`config.mk`:
```
export PLATFORM = sky130hd
export DESIGN_NAME = sixteen_by_eight_seq_divider_flat
export DESIGN_NICKNAME = d
export VERILOG_FILES = /design/src/rtl/sixteen_by_eight_seq_divider_pkg.sv /design/src/rtl/sixteen_by_eight_seq_divider_if.sv /design/src/rtl/sixteen_by_eight_seq_divider_div_restore_step.sv /design/src/rtl/sixteen_by_eight_seq_divider.sv /design/src/flat_wrapper.sv
export SDC_FILE = /design/constraint.sdc
export NUM_CORES = 1
export LEC_CHECK = 0
export ABC_CLOCK_PERIOD_IN_PS = 2900
export CELL_PAD_IN_SITES_DETAIL_PLACEMENT = 0
export CELL_PAD_IN_SITES_GLOBAL_PLACEMENT = 1
export CORE_UTILIZATION = 42
export CTS_CLUSTER_DIAMETER = 30
export CTS_CLUSTER_SIZE = 25
export DETAILED_ROUTE_END_ITERATION = 12
export PLACE_DENSITY_LB_ADDON = 0.1
export SETUP_SLACK_MARGIN = 0.3
export SLEW_MARGIN = 20
export SYNTH_ARGS = -nofsm -noshare
export SYNTH_HDL_FRONTEND = slang
export SYNTH_SLANG_ARGS = --single-unit
export TNS_END_PERCENT = 20
```
`constraint.sdc`:
```
create_clock -name clk -period 2.9 [get_ports clk]
set_input_delay 0.29 -clock clk [delete_from_list [all_inputs] [get_ports clk]]
set_output_delay 0.29 -clock clk [all_outputs]
set_load 0.02 [all_outputs]
```
`src/rtl/sixteen_by_eight_seq_divider_pkg.sv`:
```
// Shared arithmetic-datapath definitions for the sequential divider: FSM state
// encodings and the default operand width.
package sixteen_by_eight_seq_divider_pkg;

    localparam int unsigned DIV_WIDTH = 8;

    typedef enum logic [1:0] {
        IDLE = 2'd0,
        CALC = 2'd1,
        DONE = 2'd2
    } state_t;

endpackage

```
`src/rtl/sixteen_by_eight_seq_divider_if.sv`:
```
// Operand/result handshake bundle for the divider. The master supplies operands
// and consumes results; the slave is the divider.
interface sixteen_by_eight_seq_divider_if
    import sixteen_by_eight_seq_divider_pkg::*;
#(
    parameter int unsigned WIDTH = DIV_WIDTH
) ();

    logic                   in_valid;
    logic                   in_ready;
    logic [2*WIDTH-1:0]     dividend;
    logic [WIDTH-1:0]       divisor;
    logic                   out_valid;
    logic                   out_ready;
    logic [2*WIDTH-1:0]     quotient;
    logic [WIDTH-1:0]       remainder;
    logic                   div_by_zero;

    modport master (
        output in_valid,
        output dividend,
        output divisor,
        output out_ready,
        input  in_ready,
        input  out_valid,
        input  quotient,
        input  remainder,
        input  div_by_zero
    );

    modport slave (
        input  in_valid,
        input  dividend,
        input  divisor,
        input  out_ready,
        output in_ready,
        output out_valid,
        output quotient,
        output remainder,
        output div_by_zero
    );

endinterface

```
`src/rtl/sixteen_by_eight_seq_divider_div_restore_step.sv`:
```
// One restoring-division step: shift the next dividend bit into the partial
// remainder, subtract the divisor when it fits and emit the quotient bit.
module div_restore_step
    import sixteen_by_eight_seq_divider_pkg::*;
#(
    parameter int unsigned WIDTH = DIV_WIDTH
) (
    input  logic [WIDTH:0]   pr,
    input  logic             dividend_bit,
    input  logic [WIDTH-1:0] divisor,
    output logic [WIDTH:0]   pr_next_c,
    output logic             quotient_bit_c
);

    logic [WIDTH:0] pr_shift;
    logic [WIDTH:0] divisor_ext;

    // A restored remainder is always below the divisor, so its top bit is zero
    // and is dropped by the shift.
    logic unused_pr_msb;
    assign unused_pr_msb = pr[WIDTH];

    always_comb begin
        pr_shift       = {pr[WIDTH-1:0], dividend_bit};
        divisor_ext    = {1'b0, divisor};
        pr_next_c      = pr_shift;
        quotient_bit_c = 1'b0;
        if (pr_shift >= divisor_ext) begin
            pr_next_c      = pr_shift - divisor_ext;
            quotient_bit_c = 1'b1;
        end
    end

endmodule

```
`src/rtl/sixteen_by_eight_seq_divider.sv`:
```
// Sequential restoring divider: 2*WIDTH-bit dividend over WIDTH-bit divisor,
// one quotient bit per clock, valid/ready handshakes on operands and result.
module sixteen_by_eight_seq_divider
    import sixteen_by_eight_seq_divider_pkg::*;
#(
    parameter int unsigned WIDTH = DIV_WIDTH
) (
    input logic                          clk,
    input logic                          rst_n,
    sixteen_by_eight_seq_divider_if.slave bus
);

    localparam int unsigned DW    = 2 * WIDTH;
    localparam int unsigned CNT_W = $clog2(DW);

    state_t           state_q, state_d;
    logic [DW-1:0]    dvd_q, dvd_d;
    logic [DW-1:0]    quo_q, quo_d;
    logic [WIDTH:0]   pr_q, pr_d;
    logic [WIDTH-1:0] dvs_q, dvs_d;
    logic [CNT_W-1:0] cnt_q, cnt_d;
    logic [DW-1:0]    quotient_q, quotient_d;
    logic [WIDTH-1:0] remainder_q, remainder_d;
    logic             dbz_q, dbz_d;
    logic             in_ready_q;
    logic             out_valid_q;

    logic [WIDTH:0]   step_pr_c;
    logic             step_qbit_c;

    div_restore_step #(
        .WIDTH (WIDTH)
    ) u_step (
        .pr             (pr_q),
        .dividend_bit   (dvd_q[DW-1]),
        .divisor        (dvs_q),
        .pr_next_c      (step_pr_c),
        .quotient_bit_c (step_qbit_c)
    );

    // State register
    always_ff @(posedge clk or negedge rst_n) begin
        if (!rst_n) begin
            state_q <= IDLE;
        end else begin
            state_q <= state_d;
        end
    end

    // Next-state and datapath next values
    always_comb begin
        state_d     = state_q;
        dvd_d       = dvd_q;
        quo_d       = quo_q;
        pr_d        = pr_q;
        dvs_d       = dvs_q;
        cnt_d       = cnt_q;
        quotient_d  = quotient_q;
        remainder_d = remainder_q;
        dbz_d       = dbz_q;

        case (state_q)
            IDLE: begin
                if (bus.in_valid && in_ready_q) begin
                    if (bus.divisor == '0) begin
                        state_d     = DONE;
                        quotient_d  = '1;
                        remainder_d = bus.dividend[WIDTH-1:0];
                        dbz_d       = 1'b1;
                    end else begin
                        state_d = CALC;
                        dvd_d   = bus.dividend;
                        dvs_d   = bus.divisor;
                        pr_d    = '0;
                        quo_d   = '0;
                        cnt_d   = CNT_W'(DW - 1);
                    end
                end
            end

            CALC: begin
                pr_d  = step_pr_c;
                dvd_d = {dvd_q[DW-2:0], 1'b0};
                quo_d = {quo_q[DW-2:0], step_qbit_c};
                cnt_d = cnt_q - CNT_W'(1);
                // Final step: publish the result alongside the last quotient bit
                if (cnt_q == '0) begin
                    state_d     = DONE;
                    quotient_d  = {quo_q[DW-2:0], step_qbit_c};
                    remainder_d = step_pr_c[WIDTH-1:0];
                    dbz_d       = 1'b0;
                end
            end

            DONE: begin
                if (bus.out_ready) begin
                    state_d = IDLE;
                end
            end

            default: begin
                state_d = IDLE;
            end
        endcase
    end

    // Datapath and registered handshake outputs
    always_ff @(posedge clk or negedge rst_n) begin
        if (!rst_n) begin
            dvd_q       <= '0;
            quo_q       <= '0;
            pr_q        <= '0;
            dvs_q       <= '0;
            cnt_q       <= '0;
            quotient_q  <= '0;
            remainder_q <= '0;
            dbz_q       <= 1'b0;
            in_ready_q  <= 1'b1;
            out_valid_q <= 1'b0;
        end else begin
            dvd_q       <= dvd_d;
            quo_q       <= quo_d;
            pr_q        <= pr_d;
            dvs_q       <= dvs_d;
            cnt_q       <= cnt_d;
            quotient_q  <= quotient_d;
            remainder_q <= remainder_d;
            dbz_q       <= dbz_d;
            in_ready_q  <= (state_d == IDLE);
            out_valid_q <= (state_d == DONE);
        end
    end

    assign bus.in_ready    = in_ready_q;
    assign bus.out_valid   = out_valid_q;
    assign bus.quotient    = quotient_q;
    assign bus.remainder   = remainder_q;
    assign bus.div_by_zero = dbz_q;

endmodule
```
`src/flat_wrapper.sv`:
```
// flat-port wrapper written by rule: the top's interface ports become plain ports
module sixteen_by_eight_seq_divider_flat import sixteen_by_eight_seq_divider_pkg::*;
#(
    parameter int unsigned WIDTH = DIV_WIDTH
)
  (clk, rst_n, bus_in_valid, bus_dividend, bus_divisor, bus_out_ready, bus_in_ready, bus_out_valid, bus_quotient, bus_remainder, bus_div_by_zero);
  sixteen_by_eight_seq_divider_if #(.WIDTH(WIDTH)) bus_i ();
  input logic clk;
  input logic rst_n;
  input wire logic [$bits(bus_i.in_valid)-1:0] bus_in_valid;
  input wire logic [$bits(bus_i.dividend)-1:0] bus_dividend;
  input wire logic [$bits(bus_i.divisor)-1:0] bus_divisor;
  input wire logic [$bits(bus_i.out_ready)-1:0] bus_out_ready;
  output wire logic [$bits(bus_i.in_ready)-1:0] bus_in_ready;
  output wire logic [$bits(bus_i.out_valid)-1:0] bus_out_valid;
  output wire logic [$bits(bus_i.quotient)-1:0] bus_quotient;
  output wire logic [$bits(bus_i.remainder)-1:0] bus_remainder;
  output wire logic [$bits(bus_i.div_by_zero)-1:0] bus_div_by_zero;
  assign bus_i.in_valid = bus_in_valid;
  assign bus_i.dividend = bus_dividend;
  assign bus_i.divisor = bus_divisor;
  assign bus_i.out_ready = bus_out_ready;
  assign bus_in_ready = bus_i.in_ready;
  assign bus_out_valid = bus_i.out_valid;
  assign bus_quotient = bus_i.quotient;
  assign bus_remainder = bus_i.remainder;
  assign bus_div_by_zero = bus_i.div_by_zero;
  sixteen_by_eight_seq_divider #(.WIDTH(WIDTH)) u_core (.clk(clk), .rst_n(rst_n), .bus(bus_i));
endmodule
```
-- Word level (Yosys, flattened, before mapping)
Index checks and enable logic that the tools add are counted.
W data, S select, Z words.
- bits in registers: 80
- input bits: 28
- output and inout port bits: 27
- word-level logic and storage cells: 62
- add/sub/neg operators: 2
- $lt $le $gt $ge: 1
- eq/ne operators: 7
- muxes and demuxes: 31
- bitwise logic cells: 1
- reductions and logical operators: 9
- operator list (kind ; count):
    $mux W16 ; 5
    $pmux W16 S2 ; 2
    $mux W8 ; 6
    $pmux W8 S2 ; 2
    $mux W15 ; 2
    $pmux W15 S2 ; 1
    $ge A9 B8 Y1 ; 1
    $logic_not A8 Y1 ; 1
    $mux W2 ; 4
    $mux W4 ; 2
    $pmux W4 S2 ; 1
    $sub A8 B8 Y8 ; 1
    $ne A2 B1 Y1 const B ; 3
    $pmux W2 S3 ; 1
    $reduce_and A3 Y1 ; 2
    $eq A2 B2 Y1 const B ; 2
    $logic_not A2 Y1 ; 2
    $logic_not A4 Y1 ; 1
    $mux W1 ; 4
    $reduce_and A4 Y1 ; 1
    $sub A4 B1 Y4 const B ; 1
    $eq A2 B1 Y1 const B ; 1
    $ne A2 B2 Y1 const B ; 1
    $pmux W1 S2 ; 1
    other kinds (3) ; 3

-- Logic depth before layout (Yosys ltp)
Gate-level depths: netlist of the first run.
- depth in word-level cells: 5
- depth in mapped cells: 9
- depth with buffers taken out: 9

-- By module
From an unflattened synthesis of the first run, not the netlist that was laid out.
- cells, all modules: 346
- area total of the unflattened synthesis: 3967.6 µm²
- by module, submodules not included (module ; instances ; cells each ; area each (µm²) ; sequential area each (µm²)):
    sixteen_by_eight_seq_divider ; 1 ; 270 ; 3420.8 ; 2028.2
    div_restore_step ; 1 ; 76 ; 546.8 ; 0.0

-- Worst setup path after synthesis of the first run
Ideal clock, no wire load.
- path kind: register to register
- start: reg u_core.dvd_q[15]
- end: reg u_core.pr_q[6]
- setup time: 0.138 ns
- arrival: 1.922 ns
- required time: 2.762 ns
- setup slack: 0.840 ns
- cell stages (with the launch flop): 10
- path buffers: 0
- period minus slack after synthesis: 2.060 ns
- cell sequence: dfrtp_1 > inv_1 > ha_1 > fa_1 > nand2b_1 > a211oi_1 > o21a_1 > o21ai_0 > a31oi_1 > o21ai_0
- word-level cells in the longest chain between the ends: 3
- elaborated cells between the ends (all ways): 4
- classes of those cells: add/sub (1); order compare (1); mux (2)
- ends and longest elaborated chain (what ; RTL line ; source):
    start: declaration ; sixteen_by_eight_seq_divider.sv:17 ; logic [DW-1:0] dvd_q, dvd_d;
    start signal: assignment ; sixteen_by_eight_seq_divider.sv:121 ; dvd_q <= dvd_d;
    $sub A8 B8 Y8 / $ge A9 B8 Y1 (equally long branches) ; sixteen_by_eight_seq_divider_div_restore_step.sv:29, sixteen_by_eight_seq_divider_div_restore_step.sv:28 ;
    $mux W8 (*) ; sixteen_by_eight_seq_divider_div_restore_step.sv:28 ; if (pr_shift >= divisor_ext) begin
    $pmux W8 S2 (*) ; sixteen_by_eight_seq_divider.sv:62 ; case (state_q)
    end signal: assignment ; sixteen_by_eight_seq_divider.sv:123 ; pr_q <= pr_d;
    end: declaration ; sixteen_by_eight_seq_divider.sv:19 ; logic [WIDTH:0] pr_q, pr_d;
Mark *: on every way between the ends. The rest lies on a longest branch, timed or not.
A chain may end at the register's enable or synchronous reset.

-- Worst setup path after layout of the first run
- start: reg u_core.pr_q[5]
- end: reg u_core.remainder_q[2] (netlist: u_core.bus.remainder[2])
- word-level cells in the longest chain between the ends: 4
- ends and longest elaborated chain (what ; RTL line ; source):
    $ge A9 B8 Y1 ; sixteen_by_eight_seq_divider_div_restore_step.sv:28 ;
    $mux W8 ; sixteen_by_eight_seq_divider_div_restore_step.sv:28 ;
    $mux W8 ; sixteen_by_eight_seq_divider.sv:87 ; if (cnt_q == '0) begin
    $pmux W8 S2 ; sixteen_by_eight_seq_divider.sv:62 ;
    end signal: assignment ; sixteen_by_eight_seq_divider.sv:127 ; remainder_q <= remainder_d;
    end: declaration ; sixteen_by_eight_seq_divider.sv:23 ; logic [WIDTH-1:0] remainder_q, remainder_d;
No other way between the ends. The select of a mux whose other input is x is not followed.

==> results.md, run 1 <==
* Maximum clock frequency at ~0.44 GHz
* Die ar. at between 9000 and 10,000 µm²
* Status: complete, but fails checks
* Netlist Area Pre-Place at 3780 µm²
* Relative area change from synthesis to final layout at 22.2%
* Sequential fraction of the synthesis area at 53.0%
* Count of mapped cells out of synthesis at 368
* Total number of placement rows at 34
* Via count normalized by instance count at ~5.2
* Antenna violations before repair at 0
* Fin Setup TNS at 0 ps
* Top cells by area, synth: sky130_fd_sc_hd__dfrtp_1, sky130_fd_sc_hd__nand2_1, sky130_fd_sc_hd__nor2_1
* Area of combinational cells with multiple inputs at 1630 µm²
* Final cycle utilization of the critical path at roughly four fifths
* Final HPWL from detailed placement at ~5500 µm
* Maximum VDD drop at around 0.44 mV
* Global-route wire length before repair at 13,800 µm
* Layout Skew at about 14 ps
* Unrepaired setup endpoints after global routing: false
* WP data required at between 3000 and 4000 ps
* # clock sinks at 80
* Number of buffers created by CTS at 9
* Power density over cell area at around 1300 nW/µm²
* Global-route usage over all layers at between 10% and 20%
* Diode count at 0
* Chip height at roughly 97 µm
* Average cell area after synthesis at slightly above 10 µm²
* Number of cells upsized or downsized after cts at 0
* Post-layout nets at about 460
* Leading register cell type out of synthesis: sky130_fd_sc_hd__dfrtp_1
* Number of input and output port buffers inserted at 54
* Fraction of synthesis flops using an asynchronous set or reset pin at 100%
* Nets in the synthesized netlist at roughly 410
* Least-Margin Pin Slew at approximately 760 ps
* Core footprint at 8720 µm²
* Overflow left after global routing at 0
* Post-route DRC at 0
* DIE WIDTH at between 90 and 100 µm
* First-pass iteration count of the detailed router at 4
* Count of final setup violators at 0
* Count of flip-flops with a built-in enable after synthesis at 0
* Crit path kind: flip-flop to flip-flop
* Register area at 2000 µm²
* Violations in the final reports: negative hold slack
* Number of max-capacitance violations reported at 0
* Count of different cell masters after synthesis at between 50 and 60
* Cell taking the most area after synthesis: sky130_fd_sc_hd__dfrtp_1
* Initial drt markers at 107
* CTS tree: done
* CTS Buffer Depth at 2
* Nature of the critical path startpoint: flip-flop
* Deepest level of the CTS H-tree at 3
* Leakage power of the design at 2.06 nW
* CTS clock-pin slew for the worst setup and hold paths at 90 ps
* Path type of the worst min-delay path: primary input to async pin
* Max transition margin at between 40% and 50%
* Hold buffer count at cts at 0
* Endpoint type of the worst setup path: flip-flop
* Portion of synthesized cell area occupied by the leading cell type at between 50% and 60%
* Final number of max-transition violations at 0
* Number of placed I/O pins at 55
* Insertion delay to the later sink of the worst-skew pair at ~360 ps
* Area share of fa/ha/maj cells after synthesis at between 3 and 4%
* Yosys reg bits at 80
* Share of post-route cells with drive strength above 1 at between 10% and 20%
* Share of cell area taken by muxes after synthesis at approximately 3.7%
* Fraction of the mapped netlist area in compound gates at between 15 and 20%
* Pin count of the biggest net entering global routing at between 80 and 90
* Simple-gate share of the synthesized area at 16.8%
* Detailed-route wire length per cell at roughly 15 µm
* Number of global-route vias before repair at 2,759
* Count of warnings emitted by yosys at 0
* Period minus WS final at 2290 ps
* Fin. Hold Viols at 55
* Final core utilization at 53.0%
* WP data arrival at between 2000 and 3000 ps
* Combinational family with the most area after synthesis: compound AO/OA/AOI/OAI gates
* Post-detailed-routing wire length at slightly above 8000 µm
* Hold Worst Slack at -61.4 ps
* Cell with the most instances after synthesis: sky130_fd_sc_hd__dfrtp_1
* Starting density of the core at ~43%
* List of most frequent post-synthesis cells: sky130_fd_sc_hd__dfrtp_1, sky130_fd_sc_hd__nand2_1, sky130_fd_sc_hd__nor2_1
* Postcts setup bufs at 0
* Cell at the root of the clock tree: sky130_fd_sc_hd__clkbuf_8
* Via total after detailed routing at between 2,000 and 3,000
* Count of filler cells inserted in the layout at 821
* Post-synthesis share of cell area spent on xor and xnor gates at less than 1%
* Weighted congestion at the end of routability-driven global placement at 0.785
* Routed Antenna Nets at 0
* Max Fanout on Critical Path at 7
[placed cells by master, fill, tap and decap left out, types with 4 or more instances in the layout]
cell	count
sky130_fd_sc_hd__clkbuf_8	9
sky130_fd_sc_hd__a21o_1	6
sky130_fd_sc_hd__ha_1	9
sky130_fd_sc_hd__mux2i_1	13
sky130_fd_sc_hd__dfrtp_1	79
sky130_fd_sc_hd__a31oi_1	5
sky130_fd_sc_hd__nand2_1	44
sky130_fd_sc_hd__a21oi_1	25
sky130_fd_sc_hd__buf_4	5
sky130_fd_sc_hd__nand3_1	5
sky130_fd_sc_hd__inv_1	14
sky130_fd_sc_hd__clkdlybuf4s50_1	53
sky130_fd_sc_hd__nor3_1	4
sky130_fd_sc_hd__a22o_1	14
sky130_fd_sc_hd__nand2b_1	6
sky130_fd_sc_hd__nor2_1	43
sky130_fd_sc_hd__o21ai_0	28
[path summary, 6_finish.rpt]
kind	start	end	slack [ps]	cells past startpoint
worst max-delay path	u_core.pr_q[5]	u_core.bus.remainder[2]	610	7
worst min-delay path	rst_n	u_core.dvs_q[7]	-60	1
worst max register to register	u_core.pr_q[5]	u_core.bus.remainder[2]	610	7
worst min register to register	u_core.dvd_q[1]	u_core.dvd_q[1]	490	1
max in group asynchronous	rst_n	u_core.state_q[1]	2420	1
min in group clk	u_core.dvd_q[1]	u_core.dvd_q[1]	490	1
[flip-flops by register name (all words and copies together), names as in the netlist, 2 cells and up]
register	count
u_core.bus.quotient	16
u_core.dvd_q	16
u_core.quo_q	15
u_core.bus.remainder	8
u_core.dvs_q	8
u_core.pr_q	8
u_core.cnt_q	4
u_core.state_q	2
[worst max-delay path, cell delays in order, from the launching register on]
cell	delay, ps
sky130_fd_sc_hd__dfrtp_1	410
sky130_fd_sc_hd__ha_1	370
sky130_fd_sc_hd__a21o_1	210
sky130_fd_sc_hd__a211oi_2	260
sky130_fd_sc_hd__o21ai_2	160
sky130_fd_sc_hd__or2_4	280
sky130_fd_sc_hd__a31oi_1	340
sky130_fd_sc_hd__a31oi_1	130
[metrics by stage]
stage	worst slack, ps	cells	power (mW)	instance area [µm²]
after floorplan	840	368	4.14	3780
after global placement	495	517	5.07	4420
after detailed placement	481	517	5.09	4420
after CTS	598	533	5.97	4620
after global routing	406	533	6.40	4620
final	606	533	5.93	4620
[cell families after synthesis]
logic type	count (synthesis)
AND/OR/NAND/NOR	125
AO/OA/AOI/OAI	102
flip-flops	80
buffers and inverters	33
multiplexers	14
adder cells (fa/ha/maj)	10
XOR/XNOR	4
[power by group]
group	switching, mW	total (mW)	internal, mW
Combinational	1.72	3.07	1.36
Clock	0.452	0.860	0.409
Sequential	0.351	1.99	1.64
Total	2.52	5.93	3.41
[routing by layer]
metal / share of wire (%) / global-route usage, % / up-vias
met5: 0 / 0 / -
met4: 1.4 / 6.20 / 0
met3: 3.6 / 5.64 / 12
met2: 42 / 25.8 / 57
met1: 53 / 27.5 / 1322
li1: - / - / 1385
[final cells by class]
class,instances,share of cell area (%)
Clock inverter,7,1.68
Tap cell,108,2.92
Inverter,14,1.14
Clock buffer,9,2.68
Multi-Input combinational cell,255,35.3
Timing Repair Buffer,60,13.0
Sequential cell,80,43.4
No activity file was read; power rests on OpenSTA's default activity.
==> inputs of run 2 (changes only) <==
Settings changed: ABC_CLOCK_PERIOD_IN_PS 2900 to 2150.
Clock period 2.9 ns to 2.15 ns, I/O delays scaled along.
==> run 2 against run 1 <==
Against the previous run: largest cell class unchanged; critical path depth grew 2; clock-buffer cell count is the same; critical path type unchanged; clock skew shrank 0.94 ps; fmax grew 7.5%; the run now ends clean.
==> results.md, run 2 (synthesis gave the netlist of run 1 again) <==
* Status: finished, final reports clean
* Post-detailed-routing wire length at 8630 µm (+5.4%)
* Maximum VDD drop at 0.654 mV (+49%)
* Nature of the critical path startpoint: flip-flop
* Path type of the worst min-delay path: primary input to async pin
* Area of combinational cells with multiple inputs at 1820 µm² (+12%)
* Leakage power of the design at 2.23 nW (+8.1%)
* Depth of the worst register-to-register path at 9 (+2)
* CTS clock-pin slew for the worst setup and hold paths at 90 ps (about the same)
* Count of final setup violators at 0 (unchanged)
* Die ar. at 9390 µm² (unchanged)
* Final number of max-transition violations at 0 (unchanged)
* DIE WIDTH at 96.9 µm (unchanged)
* Routed Antenna Nets at 0 (unchanged)
* Total number of placement rows at 34 (unchanged)
* Global-route usage over all layers at 19.4% (+0.83 points)
* Final cycle utilization of the critical path at 99.3% (+20 points)
* Final Total Pwr at 9.18 mW (+55%)
* WP data required at 2390 ps (-750 ps)
* Via total after detailed routing at 2,877 (+3.6%)
* Count of filler cells inserted in the layout at 760 (-7.4%)
* Share of post-route cells with drive strength above 1 at 21.2% (+9.7 points)
* Insertion delay to the later sink of the worst-skew pair at 350 ps (about the same)
* Count of buffering cells on the critical path with inverters included at 2 (+2)
* Register area at 2000 µm² (unchanged)
* CTS Buffer Depth at 2 (unchanged)
* Number of max-capacitance violations reported at 0 (unchanged)
* Number of placed I/O pins at 55 (unchanged)
* Antenna violations before repair at 0 (unchanged)
* Most frequent cells in the layout: sky130_fd_sc_hd__dfrtp_1, sky130_fd_sc_hd__clkdlybuf4s50_1, sky130_fd_sc_hd__nand2_1, sky130_fd_sc_hd__nor2_1, sky130_fd_sc_hd__buf_4
* Power density over cell area at 1820 nW/µm² (+42%)
* First-pass iteration count of the detailed router at 4 (unchanged)
* Cell-by-cell trace of the critical path: inv_2 -> ha_4 -> a21o_1 -> a211oi_2 -> o21ai_4 -> or2_4 -> a31oi_4 -> buf_6 -> a31oi_1
* Critical-path cell with the highest stage delay: sky130_fd_sc_hd__dfrtp_1
* Endpoint type of the worst setup path: flip-flop
* Diode count at 0 (unchanged)
* Layout Skew at 12.7 ps (-0.942 ps)
* Number of input and output port buffers inserted at 54 (unchanged)
* Global-route wire length before repair at 14,600 µm (+5.8%)
* Detailed-route wire length per cell at 15.4 µm (+0.12%)
* Crit path kind: flip-flop to flip-flop
* Count of non-filler cells in the finished layout at 561 (+5.3%)
* Largest stage delay on the critical path at 380 ps (-30 ps)
* Period minus WS final at 2130 ps (-160 ps)
* Deepest level of the CTS H-tree at 3 (unchanged)
* Commonest non-fill, non-tap cell in the layout: sky130_fd_sc_hd__dfrtp_1
* Placed Instance Area at 4610 µm² (+4.5%)
* Chip height at 96.9 µm (unchanged)
* Cell area after layout at 5050 µm² (+9.4%)
* Number of buffers created by CTS at 9 (unchanged)
* Least-Margin Pin Slew at 452 ps (-307 ps)
* Cell at the root of the clock tree: sky130_fd_sc_hd__clkbuf_8
* Starting density of the core at 43.4% (unchanged)
* Number of global-route vias before repair at 2,916 (+5.7%)
* Overflow left after global routing at 0 (unchanged)
* WP data arrival at 2370 ps (-160 ps)
* Placed Cells incl. Taps at 532 (+2.9%)
* Top cell family by delay on the critical path: compound AO/OA/AOI/OAI gates
* Final HPWL from detailed placement at 5700 µm (+3.5%)
* Max Fanout on Critical Path at 7 (unchanged)
* Post-route DRC at 0 (unchanged)
* Max transition margin at 69.9% (+21 points)
* Fin. Hold Viols at 0 (-100%)
* Core footprint at 8720 µm² (unchanged)
* CP Depth at 9 (+2)
* Post-layout nets at 486 (+6.1%)
* Via count normalized by instance count at 5.13 (-1.5%)
* Maximum clock frequency at 0.469 GHz (+7.5%)
* CTS tree: done
* Relative area change from synthesis to final layout at 33.6%
* Unrepaired setup endpoints after global routing: true
* Initial drt markers at 80 (-25%)
* Weighted congestion at the end of routability-driven global placement at 0.783 (-0.29%)
* Pin count of the biggest net entering global routing at 81 (unchanged)
* # clock sinks at 80 (unchanged)
-- run 2: repair_timing --
action	in CTS	in global routing
gates cloned	0	1
endpoints found under the setup margin	16	40
hold buffers	1	0
endpoints found under the hold margin	79	0
gates resized for setup	4	17
buffers inserted	3	8
pin swaps	2	10
-- run 2: worst paths after layout --
check	start	end	slack, ps
setup / recovery	u_core.dvs_q[6]	u_core.bus.remainder[3]	20
hold / removal	rst_n	u_core.dvs_q[7]	400
setup reg to reg	u_core.dvs_q[6]	u_core.bus.remainder[3]	20
hold reg to reg	u_core.dvd_q[12]	u_core.dvd_q[12]	490
max in group asynchronous	rst_n	u_core.bus.remainder[4]	1360
min in group clk	bus_divisor[7]	u_core.dvs_q[7]	440
-- run 2: per-layer routing --
metal  share of wire (%)  wire, µm  track usage, %
met4                0.72        62            4.48
met3                 4.0       341            4.70
met2                  46      3930            28.8
met1                  50      4300            28.8
met5                   0         0               0
-- run 2: tightest hold or removal path: stages --
cell,delay [ps]
sky130_fd_sc_hd__dlygate4sd3_1,520
sky130_fd_sc_hd__buf_4,110
sky130_fd_sc_hd__buf_12,330
-- run 2: area by class of cell --
class                   count  share of cell area, %
well taps                 108                   2.67
clock inverters             7                   1.53
repair buffers             87                   16.7
flip-flops and latches     80                   39.6
clock buffers               9                   2.45
multi-input cells         256                   36.0
inverters                  14                   1.04
-- run 2: power breakdown --
group,switching [mW],internal [mW]
sequential,0.472,2.21
clock,0.597,0.554
combinational,2.77,2.57
-- run 2: through the flow --
stage / setup WS (ps) / util, % / setup TNS [ps] / hold slack [ps]
4_1_cts: 85.6 / 56.0 / 0 / 435
6_report: 15.7 / 58.0 / 0 / 399
5_1_grt: -57.0 / 58.0 / -72.2 / 461
3_3_place_gp: -32.6 / 52.9 / -69.6 / 280
2_1_floorplan: 216 / - / 0 / -80.6
3_5_place_dp: -35.4 / 52.9 / -88.6 / 281
==> inputs of run 3 (changes only) <==
Settings changed: CTS_CLUSTER_DIAMETER 30 to 60.
==> results of run 3 <==
Same layout as run 2: the final DEF is identical, and so are final timing and power.
